<file path="src/rtl/ws2812_rx.sv">
// rtl/ws2812_rx.sv - WS2812 single-wire receiver: pulse-width bit decode, GRB pixel assembly, latch detect
//
// Purpose: decodes the WS2812 serial stream produced by a ws2812c-style driver
// back into 24-bit GRB pixels tagged with their position in the frame.
//
// Ports:
//   clk         - system clock
//   reset       - synchronous, active-low reset
//   DI          - asynchronous serial WS2812 data in
//   address     - pixel index for the current pixel_valid pixel
//   red/green/blue - decoded colour bytes, held until the next pixel_valid
//   pixel_valid - one-cycle strobe, new pixel on address/red/green/blue
//   frame_done  - one-cycle strobe when the latch gap is detected
//   error       - one-cycle strobe on a protocol violation
module ws2812_rx #(
  parameter int NUM_LEDS     = 8,
  parameter int SYSTEM_CLOCK = 48_000_000,
  parameter int THRESH_NS    = 600,
  parameter int MIN_HIGH_NS  = 100,
  parameter int LATCH_NS     = 50_000,
  localparam int AW = (NUM_LEDS > 1) ? $clog2(NUM_LEDS) : 1
) (
  input  logic          clk,
  input  logic          reset,
  input  logic          DI,
  output logic [AW-1:0] address,
  output logic [7:0]    red,
  output logic [7:0]    green,
  output logic [7:0]    blue,
  output logic          pixel_valid,
  output logic          frame_done,
  output logic          error
);

  localparam int CPM        = SYSTEM_CLOCK / 1_000_000;
  localparam int THRESH_CYC = CPM * THRESH_NS / 1000;
  localparam int MIN_CYC    = CPM * MIN_HIGH_NS / 1000;
  localparam int LATCH_CYC  = CPM * LATCH_NS / 1000;
  localparam int CW         = $clog2(LATCH_CYC + 1);
  // Pointer counts up to NUM_LEDS inclusive so overflow pixels are recognisable.
  localparam int PW         = $clog2(NUM_LEDS + 1);

  localparam logic [CW-1:0] LATCH_C  = CW'(LATCH_CYC);
  localparam logic [CW-1:0] THRESH_C = CW'(THRESH_CYC);
  localparam logic [CW-1:0] MIN_C    = CW'(MIN_CYC);
  localparam logic [PW-1:0] NUM_P    = PW'(NUM_LEDS);

  typedef enum logic [1:0] {S_SYNC = 2'd0, S_READY = 2'd1, S_HIGH = 2'd2} state_t;

  state_t         state_q, state_d;
  logic           sync1_q, din_s_q;
  logic [CW-1:0]  lcnt_q, lcnt_d;
  logic [CW-1:0]  hcnt_q, hcnt_d;
  logic [4:0]     bitcnt_q, bitcnt_d;
  logic [23:0]    shift_q, shift_d;
  logic           pend_q, pend_d;
  logic [PW-1:0]  ptr_q, ptr_d;
  logic           ovf_q, ovf_d;
  logic [AW-1:0]  address_q, address_d;
  logic [7:0]     red_q, red_d, green_q, green_d, blue_q, blue_d;
  logic           pixel_valid_q, pixel_valid_d;
  logic           frame_done_q, frame_done_d;
  logic           error_q, error_d;

  logic [CW-1:0]  lcnt_inc, hcnt_inc;
  logic           lcnt_sat, latch_hit, sync_done, hi_stuck, hi_glitch, bit_accept;

  assign lcnt_inc   = lcnt_q + 1'b1;
  assign hcnt_inc   = hcnt_q + 1'b1;
  assign lcnt_sat   = (lcnt_q == LATCH_C);
  // A saturated low counter means this gap was already reported (or came from
  // SYNC), so only the transition into LATCH_CYC ends a frame.
  assign latch_hit  = (state_q == S_READY) && !din_s_q && !lcnt_sat && (lcnt_inc == LATCH_C);
  assign sync_done  = (state_q == S_SYNC) && !din_s_q && (lcnt_inc == LATCH_C);
  assign hi_stuck   = (state_q == S_HIGH) && din_s_q && (hcnt_inc == LATCH_C);
  assign hi_glitch  = (state_q == S_HIGH) && !din_s_q && (hcnt_q < MIN_C);
  assign bit_accept = (state_q == S_HIGH) && !din_s_q && !hi_glitch;

  // State and datapath registers
  always_ff @(posedge clk) begin
    if (!reset) begin
      state_q       <= S_SYNC;
      sync1_q       <= 1'b0;
      din_s_q       <= 1'b0;
      lcnt_q        <= '0;
      hcnt_q        <= '0;
      bitcnt_q      <= '0;
      shift_q       <= '0;
      pend_q        <= 1'b0;
      ptr_q         <= '0;
      ovf_q         <= 1'b0;
      address_q     <= '0;
      red_q         <= '0;
      green_q       <= '0;
      blue_q        <= '0;
      pixel_valid_q <= 1'b0;
      frame_done_q  <= 1'b0;
      error_q       <= 1'b0;
    end else begin
      state_q       <= state_d;
      sync1_q       <= DI;
      din_s_q       <= sync1_q;
      lcnt_q        <= lcnt_d;
      hcnt_q        <= hcnt_d;
      bitcnt_q      <= bitcnt_d;
      shift_q       <= shift_d;
      pend_q        <= pend_d;
      ptr_q         <= ptr_d;
      ovf_q         <= ovf_d;
      address_q     <= address_d;
      red_q         <= red_d;
      green_q       <= green_d;
      blue_q        <= blue_d;
      pixel_valid_q <= pixel_valid_d;
      frame_done_q  <= frame_done_d;
      error_q       <= error_d;
    end
  end

  // Next-state logic
  always_comb begin
    state_d = state_q;
    case (state_q)
      S_SYNC:  if (sync_done) state_d = S_READY;
      S_READY: if (din_s_q) state_d = S_HIGH;
      S_HIGH: begin
        if (hi_stuck || hi_glitch) state_d = S_SYNC;
        else if (bit_accept)       state_d = S_READY;
      end
      default: state_d = S_SYNC;
    endcase
  end

  // Counters, shift register and output strobes
  always_comb begin
    lcnt_d        = lcnt_q;
    hcnt_d        = hcnt_q;
    bitcnt_d      = bitcnt_q;
    shift_d       = shift_q;
    pend_d        = 1'b0;
    ptr_d         = ptr_q;
    ovf_d         = ovf_q;
    address_d     = address_q;
    red_d         = red_q;
    green_d       = green_q;
    blue_d        = blue_q;
    pixel_valid_d = 1'b0;
    frame_done_d  = 1'b0;
    error_d       = 1'b0;

    case (state_q)
      S_SYNC: lcnt_d = din_s_q ? '0 : lcnt_inc;
      S_READY: begin
        if (din_s_q) begin
          hcnt_d = CW'(1);
        end else if (!lcnt_sat) begin
          lcnt_d = lcnt_inc;
        end
        if (latch_hit) begin
          frame_done_d = 1'b1;
          ptr_d        = '0;
          ovf_d        = 1'b0;
          // A partial pixel at the latch is a truncated frame.
          error_d      = (bitcnt_q != 5'd0);
          bitcnt_d     = '0;
        end
      end
      S_HIGH: begin
        if (din_s_q) begin
          hcnt_d = lcnt_sat_h(hcnt_q) ? hcnt_q : hcnt_inc;
          if (hi_stuck) begin
            error_d  = 1'b1;
            bitcnt_d = '0;
            lcnt_d   = '0;
          end
        end else if (hi_glitch) begin
          error_d  = 1'b1;
          bitcnt_d = '0;
          lcnt_d   = CW'(1);
        end else begin
          shift_d = {shift_q[22:0], (hcnt_q >= THRESH_C)};
          lcnt_d  = CW'(1);
          if (bitcnt_q == 5'd23) begin
            bitcnt_d = '0;
            pend_d   = 1'b1;
          end else begin
            bitcnt_d = bitcnt_q + 5'd1;
          end
        end
      end
      default: ;
    endcase

    // Publish the assembled pixel one cycle after its last bit is accepted.
    if (pend_q) begin
      if (ptr_q < NUM_P) begin
        address_d     = ptr_q[AW-1:0];
        green_d       = shift_q[23:16];
        red_d         = shift_q[15:8];
        blue_d        = shift_q[7:0];
        pixel_valid_d = 1'b1;
        ptr_d         = ptr_q + 1'b1;
      end else if (!ovf_q) begin
        error_d = 1'b1;
        ovf_d   = 1'b1;
      end
    end
  end

  function automatic logic lcnt_sat_h(input logic [CW-1:0] v);
    return (v == LATCH_C);
  endfunction

  assign address     = address_q;
  assign red         = red_q;
  assign green       = green_q;
  assign blue        = blue_q;
  assign pixel_valid = pixel_valid_q;
  assign frame_done  = frame_done_q;
  assign error       = error_q;

endmodule

</file>
<file path="config.mk">
export PLATFORM = sky130hd
export DESIGN_NAME = ws2812_rx
export DESIGN_NICKNAME = d
export VERILOG_FILES = /design/src/rtl/ws2812_rx.sv
export SDC_FILE = /design/constraint.sdc
export NUM_CORES = 1
export LEC_CHECK = 0
export CORE_AREA = 4 4 110 112
export CTS_CLUSTER_DIAMETER = 40
export DETAILED_ROUTE_END_ITERATION = 12
export DIE_AREA = 0 0 114 116
export SETUP_SLACK_MARGIN = 0.4
export SLEW_MARGIN = 20
export SYNTH_ARGS = -nofsm -noshare
export SYNTH_HDL_FRONTEND = slang
export SYNTH_SLANG_ARGS = --single-unit
</file>
<file path="constraint.sdc">
create_clock -name clk -period 3.68 [get_ports clk]
set_clock_uncertainty 0.05 [all_clocks]
set_input_delay 0.92 -clock clk [delete_from_list [all_inputs] [get_ports clk]]
set_output_delay 0.92 -clock clk [all_outputs]
set_load 0.1 [all_outputs]
</file>
Word level (Yosys, flattened, before mapping)
Index checks and enable logic that the tools add are counted.
Word-level totals
  input bits: 3
  register bits after elaboration: 93
  output and inout bits: 30
  word-level logic and storage cells: 112
Cells by class
  reductions and logical operators: 27
  order comparisons: 3
  $add $sub $neg: 4
  eq/ne operators: 16
  mux-type cells: 41
  bitwise logic cells: 4
Operator list (number)
  2-to-1 mux 12 bit: 8
  == test 12 bit, second input constant: 4
  case mux 12 bit (3 select lines): 1
  2-to-1 mux 5 bit: 5
  adder 12 x 1 -> 12 bit, second input constant: 2
  case mux 12 bit (2 select lines): 1
  2-to-1 mux 4 bit: 4
  2-to-1 mux 1 bit: 15
  inequality test 2 bit, second input constant: 7
  greater-or-equal comparator 12 x 5 -> 1 bit, second input constant: 1
  < comparator 12 x 3 -> 1 bit, second input constant: 1
  logical AND 1 bit: 10
  case mux 5 bit (2 select lines): 1
  AND reduction 3 bit: 3
  2-to-1 mux 2 bit: 4
  AND reduction 4 bit: 2
  case mux 2 bit (3 select lines): 1
  AND reduction 2 bit: 3
  adder 5 x 1 -> 5 bit, second input constant: 1
  == test 5 bit, second input constant: 1
  nonzero test 5 bit: 1
  adder 4 x 1 -> 4 bit, second input constant: 1
  < comparator 4 bit, second input constant: 1
  inverter 1 bit: 4
  11 further kinds: 13

Longest topological paths before layout
Gate-level depths: netlist (run 1).
  depth after elaboration: 9
  gate-level depth with buffers: 9
  depth with buffers taken out: 9

Worst setup path after synthesis (run 1)
Ideal clock, no wire load.
  kind: reg-to-reg
  start point: register lcnt_q[2]
  end point: register bitcnt_q[4]
  cell stages (with the launch flop): 9
  clock period less this slack: 2.909 ns
  slack: 0.771 ns
  required time: 3.560 ns
  library setup time: 0.070 ns
  path buffers: 1
  arrival time: 2.788 ns
  cell sequence: dfxtp_1 -> buf_2 -> nand3_1 -> nor3_1 -> mux2_2 -> nor4_1 -> o21ai_0 -> or4b_2 -> a21oi_1
On the way
  longest elaborated chain between the ends: 6
  elaborated cells on any way between the ends: 8
  those cells by class: 1 x add/sub; 3 x eq/ne; 4 x reduce/logical
Ends and longest elaborated chain
  start: declaration: line 52  | logic [CW-1:0] lcnt_q, lcnt_d;
  start signal: assignment: line 103  | lcnt_q <= lcnt_d;
  branches (longest 3 deep; another with adder 12 x 1 -> 12 bit)
  logical AND 1 bit *: line 73  | assign latch_hit = (state_q == S_READY) && !din_s_q && !lcnt_sat && (lcnt_inc == LATCH_C);
  inequality test 2 bit (no line) *
  AND reduction 3 bit (no line) *
  end signal: assignment: line 105  | bitcnt_q <= bitcnt_d;
  end: declaration: line 54  | logic [4:0] bitcnt_q, bitcnt_d;
Every way passes the cells marked *.
A chain may end at the register's enable or synchronous reset.

Final worst setup path (run 1)
Same ends and word-level chain as after synthesis.

==> results.py, run 1 <==
metrics = {
    "setup_path": {
        "crit_type": "reg2reg",
        "worstPathRequired_ps": 3900,
        "cp_data_arrival_time_ps": 3260,
        "cp-start-kind": "flip-flop",
        "r2r_start": "lcnt_q[2]$_SDFFE_PN0P_",
        "r2r_slack_ps": 640,
        "crit_fanout": 10,
        "end_kind": "flip-flop",
        "r2r-end": "bitcnt_q[4]$_SDFFE_PN0P_",
        "rr_worst_depth": 8,
    },
    "routing": {
        "wl_per_cell_um": 13.9,
        "drcViolationCount": 0,
        "drt.antenna.violating_nets": 0,
        "first_pass_iters": 5,
        "drtIter0Drc": 181,
        "routed_via_density": 5.39,
        "routed_wirelength_um": 10100,
        "via_count": 3916,
    },
    "sta": {
        "worstMarginPinSlew_ps": 973,
        "hold_violations": 0,
        "setup_viol": 0,
        "whs_ps": 402,
        "fin_crit_ps": 3040,
        "setup_tns_ps": 0,
        "rsz0062_at_grt": "no",
        "relSlewSlack": 0.349,
        "slew_violations": 0,
        "max_freq_mhz": 329,
        "period_share": 0.827,
    },
    "grt": {
        "grtUsageTotal": 0.157,
        "grt_use_met1": 0.205,
        "grt_pass1_wl_um": 16900,
        "grt_start_max_net_pins": 36,
        "met2_usage": 0.257,
        "grt_util_met3": 0.0272,
        "grt-ovfl-total": 0,
        "busiest_layer": "met2",
        "antenna_found_initial": 0,
        "grt_pass1_vias": 3540,
    },
    "clocking": {
        "path_clk_slew_ps": 70,
        "h-tree-depth": 3,
        "clk_latency_ps": 340,
        "cts_hold_buf": 0,
        "tritoncts": "yes",
        "cts_buffers": 9,
        "cts_root_buffer": "clkbuf_16",
        "clock_sinks": 93,
        "clockBufferDepth": 2,
    },
    "die": {
        "io_pins": 33,
        "initial_core_util": 0.392,
        "num_rows": 39,
        "core_um2": 11200,
        "die-area_um2": 13200,
        "die_w_um": 114,
        "die_h_um": 116,
    },
    "min_path": {
        "whs_path_depth": 1,
        "hold_start": "sync1_q$_SDFF_PN0_",
        "hp-class": "reg2reg",
        "hold_end": "din_s_q$_SDFF_PN0_",
    },
    "synth": {
        "synth_seq_area_share": 0.423,
        "yosys_register_bits": 93,
        "synth_top_family_by_area": "simple AND/OR/NAND/NOR gates",
        "synth_cell_types": 55,
        "yosysWarnings": 0,
        "yosysMostFrequentCell": "nand2_1",
        "postSynthAreaPerCell_um2": 7.80,
        "synth-compound-area-share": 0.192,
        "synth-simple-area-share": 0.270,
        "async_flop_share": 0,
        "synth_area_leaders": "dfxtp_1, nand2_1, a21oi_1, ha_1, nor2_1",
        "netlist_top_cells_count": "nand2_1, dfxtp_1, a21oi_1, nor2_1, clkbuf_1",
        "syn_nets": 580,
        "yosys.area.top_type": "dfxtp_1",
        "synth_cells": 564,
        "synth_top_area_frac": 0.423,
        "muxShareOfSynthArea": 0.0165,
        "synth-edff-count": 0,
        "syn-cell-area_um2": 4400,
        "synthFlopType": "dfxtp_1",
        "synth_adder_area_share": 0.0370,
        "synthXorXnorAreaFrac": 0.0139,
    },
    "job": {
        "drv_cap": 0,
    },
    "cells_and_area": {
        "final_area_um2": 5120,
        "final_util": 0.456,
        "fin_nets": 594,
        "diodes": 0,
        "drive_above_1_share": 0.0772,
        "area_growth_pct": 16.5,
    },
    "power_and_ir_drop": {
        "p_per_area_nw_per_um2": 391,
        "ir_drop_v": 0.000244,
        "finalPower_w": 0.00200,
        "p_leak_nw": 1.71,
    },
    "place": {
        "dp_hpwl_um": 6690,
        "portBuffers": 32,
        "dpl_cell_area_um2": 4790,
        "place.gp.congestion": 0.893,
    },
    "status": {
        "status": "finished clean",
    },
}
==> repair_timing <==
action                                 in CTS  in global routing
setup buffers                               0                  0
resized for setup                           1                  4
setup endpoints to repair                   1                  4
pin swaps                                   0                  1
endpoints found under the hold margin       0                  0
==> worst max path at each step <==
stage / startpoint / end / slack, ps / cells after the start
6_report: lcnt_q[2]$_SDFFE_PN0P_ / bitcnt_q[4]$_SDFFE_PN0P_ / 640 / 8
5_1_grt: lcnt_q[1]$_SDFFE_PN0P_ / bitcnt_q[4]$_SDFFE_PN0P_ / 380 / 9
4_1_cts: hcnt_q[1]$_SDFFE_PN0P_ / lcnt_q[6]$_SDFFE_PN0P_ / 510 / 8
3_3_place_gp: lcnt_q[2]$_SDFFE_PN0P_ / bitcnt_q[4]$_SDFFE_PN0P_ / 610 / 8
3_5_place_dp: lcnt_q[2]$_SDFFE_PN0P_ / bitcnt_q[4]$_SDFFE_PN0P_ / 410 / 8
2_1_floorplan: lcnt_q[2]$_SDFFE_PN0P_ / bitcnt_q[4]$_SDFFE_PN0P_ / 770 / 8
==> layout by cell type, fill, tap and decap left out, types with 8 or more instances in the layout <==
cell type / n
dfxtp_1: 93
nor3_1: 9
o211ai_1: 10
nand2_1: 127
nand3b_1: 8
nand3_1: 12
clkbuf_16: 9
and2_1: 9
inv_1: 16
buf_4: 16
ha_1: 12
nand4_1: 9
clkdlybuf4s50_1: 24
a21oi_1: 75
nor2_1: 38
o21ai_0: 18
==> report_power, final <==
part,internal (W),switching (W)
sequential,0.00101,0.00000682
clock,0.000532,0.000406
combinational,0.0000152,0.0000321
==> area by class of cell <==
cell class                 count  area [um2]
timing repair buffer          40         360
clock buffer                  10         229
multi-input combinational    417        2360
sequential                    93        1860
fill                        1156        6100
clock inverter                 6        68.8
inverter                      17        63.8
tap                          143         179
==> cell families after synthesis <==
logic type | after synthesis
DFF | 93
and+or+nand+nor | 252
adders and majority gates | 13
muxes | 7
xor gates and xnor gates | 7
AOI/OAI and AO/OA | 138
buffers and inverters | 54
==> metrics by stage <==
stage | std cells | worst slack (ps)
6_report | 726 | 638
5_1_grt | 726 | 383
4_1_cts | 726 | 512
3_5_place_dp | 710 | 406
3_3_place_gp | 710 | 607
2_1_floorplan | 564 | 771
==> critical path: stages (launching register included) <==
cell	delay, ps
dfxtp_1	540
nand3_2	270
nor3_4	330
mux2_2	380
nor4_1	290
buf_4	180
o21ai_0	150
or4b_2	640
a21oi_1	140
==> state kept, by name, indices dropped and copies added (netlist names) <==
name         cells
ptr_q            4
din_s_q          1
bitcnt_q         5
shift_q         24
error            1
red              8
state_q          2
sync1_q          1
address          3
lcnt_q          12
pend_q           1
hcnt_q          12
ovf_q            1
pixel_valid      1
green            8
blue             8
frame_done       1
==> layer usage <==
layer / up-vias / wire [um]
met5: - / 0
met3: 9 / 309
li1: 1992 / -
met2: 60 / 4910
met1: 1855 / 4710
met4: 0 / 134
No activity file was read; power rests on OpenSTA's default activity.
==> run 2, diff against run 1 <==
==> constraint.sdc (replaced) <==
create_clock -name clk -period 3.1 [get_ports clk]
set_clock_uncertainty 0.05 [all_clocks]
set_input_delay 0.775 -clock clk [delete_from_list [all_inputs] [get_ports clk]]
set_output_delay 0.775 -clock clk [all_outputs]
set_load 0.1 [all_outputs]
==> results.py, run 2 (synthesis gave the netlist of run 1 again) <==
metrics = {
    "status": {
        "status": "finished clean",
    },
    "min_path": {
        "hp-class": "reg2reg",
        "whs_path_depth": 1,
    },
    "sta": {
        "setup_tns_ps": 0,
        "slew_violations": 0,
        "worstMarginPinSlew_ps": 826,
        "fin_crit_ps": 2700,
        "period_share": 0.873,
        "max_freq_mhz": 370,
        "setup_viol": 0,
        "hold_violations": 0,
        "rsz0062_at_grt": "yes",
        "relSlewSlack": 0.448,
    },
    "power_and_ir_drop": {
        "finalPower_w": 0.00229,
        "ir_drop_v": 0.000248,
        "p_per_area_nw_per_um2": 434,
        "p_leak_nw": 1.84,
    },
    "cells_and_area": {
        "reg_top3": "shift_q: 24 flops, hcnt_q: 12 flops, lcnt_q: 12 flops",
        "final_cell_mix": "nand2_1, dfxtp_1, a21oi_1",
        "mostFrequentLayoutCell": "nand2_1",
        "final_area_um2": 5280,
        "diodes": 0,
        "largest_reg_flops": 24,
        "ff_latch_area_um2": 1880,
        "multi_input_area_um2": 2430,
        "drive_above_1_share": 0.178,
        "area_growth_pct": 20.0,
        "final_util": 0.470,
        "num-fill-cells": 1130,
        "regMostFlops": "shift_q",
        "fin_nets": 613,
    },
    "routing": {
        "first_pass_iters": 5,
        "drcViolationCount": 0,
        "via_count": 3986,
        "routed_wirelength_um": 10500,
        "routed_via_density": 5.36,
        "drtIter0Drc": 237,
        "wl_per_cell_um": 14.2,
        "drt.antenna.violating_nets": 0,
    },
    "clocking": {
        "clk_latency_ps": 330,
        "path_clk_slew_ps": 70,
        "cts_root_buffer": "clkbuf_16",
        "clock_sinks": 93,
        "tritoncts": "yes",
        "cts_buffers": 9,
        "clockBufferDepth": 2,
        "h-tree-depth": 3,
    },
    "setup_path": {
        "r2r-end": "lcnt_q[6]$_SDFFE_PN0P_",
        "rr_worst_depth": 7,
        "cp-start-kind": "flip-flop",
        "r2r_start": "hcnt_q[0]$_SDFFE_PN0P_",
        "crit_end": "lcnt_q[6]$_SDFFE_PN0P_",
        "crit_type": "reg2reg",
        "crit_start": "hcnt_q[0]$_SDFFE_PN0P_",
        "crit_fanout": 6,
        "r2r_slack_ps": 400,
        "cp_data_arrival_time_ps": 2910,
        "worstPathRequired_ps": 3310,
        "end_kind": "flip-flop",
    },
    "place": {
        "dpl_cell_area_um2": 4790,
        "dp_hpwl_um": 6970,
        "portBuffers": 32,
        "place.gp.congestion": 0.842,
    },
    "die": {
        "die_w_um": 114,
        "num_rows": 39,
        "die-area_um2": 13200,
        "initial_core_util": 0.392,
        "io_pins": 33,
        "core_um2": 11200,
        "die_h_um": 116,
    },
    "grt": {
        "grt-ovfl-total": 0,
        "grtUsageTotal": 0.161,
        "grt_pass1_wl_um": 17600,
        "grt_start_max_net_pins": 51,
        "grt_pass1_vias": 3677,
        "antenna_found_initial": 0,
    },
    "job": {
        "drv_cap": 0,
    },
}
==> run 2: cell types whose count changed in the layout (fill, tap and decap cells not counted), moves of 3 or more <==
cell,delta
o21ai_0,-3
nor3_2,+3
dfxtp_1,-10
buf_4,+39
dfxtp_2,+6
clkdlybuf4s50_1,-22
dfxtp_4,+4
==> run 2: final cells by class <==
| class | instances | area share |
|---|---|---|
| multi-input combinational | 417 | 0.460 |
| sequential | 93 | 0.357 |
| timing repair buffer | 59 | 0.0851 |
| clock buffer | 10 | 0.0453 |
| tap | 143 | 0.0339 |
| inverter | 17 | 0.0121 |
| clock inverter | 5 | 0.00664 |
==> run 2: timing repair <==
| action | in CTS | in global routing |
|---|---|---|
| endpoints found under the setup margin | 13 | 21 |
| buffers inserted | 4 | 9 |
| resized for setup | 9 | 26 |
| hold buffers | 0 | 0 |
| pin swaps | 5 | 14 |
| gates cloned | 0 | 1 |
==> run 2: worst min path at each step <==
stage / startpoint / endpoint / slack, ps
final: sync1_q$_SDFF_PN0_ / din_s_q$_SDFF_PN0_ / 370
after global routing: sync1_q$_SDFF_PN0_ / din_s_q$_SDFF_PN0_ / 410
after CTS: sync1_q$_SDFF_PN0_ / din_s_q$_SDFF_PN0_ / 380
after detailed placement: sync1_q$_SDFF_PN0_ / din_s_q$_SDFF_PN0_ / 370
after global placement: sync1_q$_SDFF_PN0_ / din_s_q$_SDFF_PN0_ / 380
after floorplan: sync1_q$_SDFF_PN0_ / din_s_q$_SDFF_PN0_ / 360
==> run 2: power breakdown <==
part	internal, W	switching [W]
registers	0.00120	0.00000658
logic	0.0000199	0.0000409
clock network	0.000563	0.000462
total	0.00178	0.000509
==> run 2: critical path: stages (launching register included) <==
cell and delay [ps]:
dfxtp_4 370, and3_4 190, or4b_1 460, a221o_1 360, a2111oi_4 340, o221ai_2 220, or4_1 530, a21oi_1 130
==> run 2: layer usage <==
layer	GRT usage	wire [um]	vias to the layer above
li1	-	-	2022
met1	0.214	4890	1884
met2	0.267	5130	74
met3	0.0245	416	6
met4	0.0578	101	0
met5	0	0	-
==> run 2: through the flow <==
stage | instances | hold WS, ps | setup slack, ps
global route | 744 | 411 | 284
CTS | 734 | 380 | 405
finish | 744 | 374 | 395
global placement | 715 | 379 | 273
detailed placement | 715 | 374 | 210
floorplan | 564 | 362 | 414
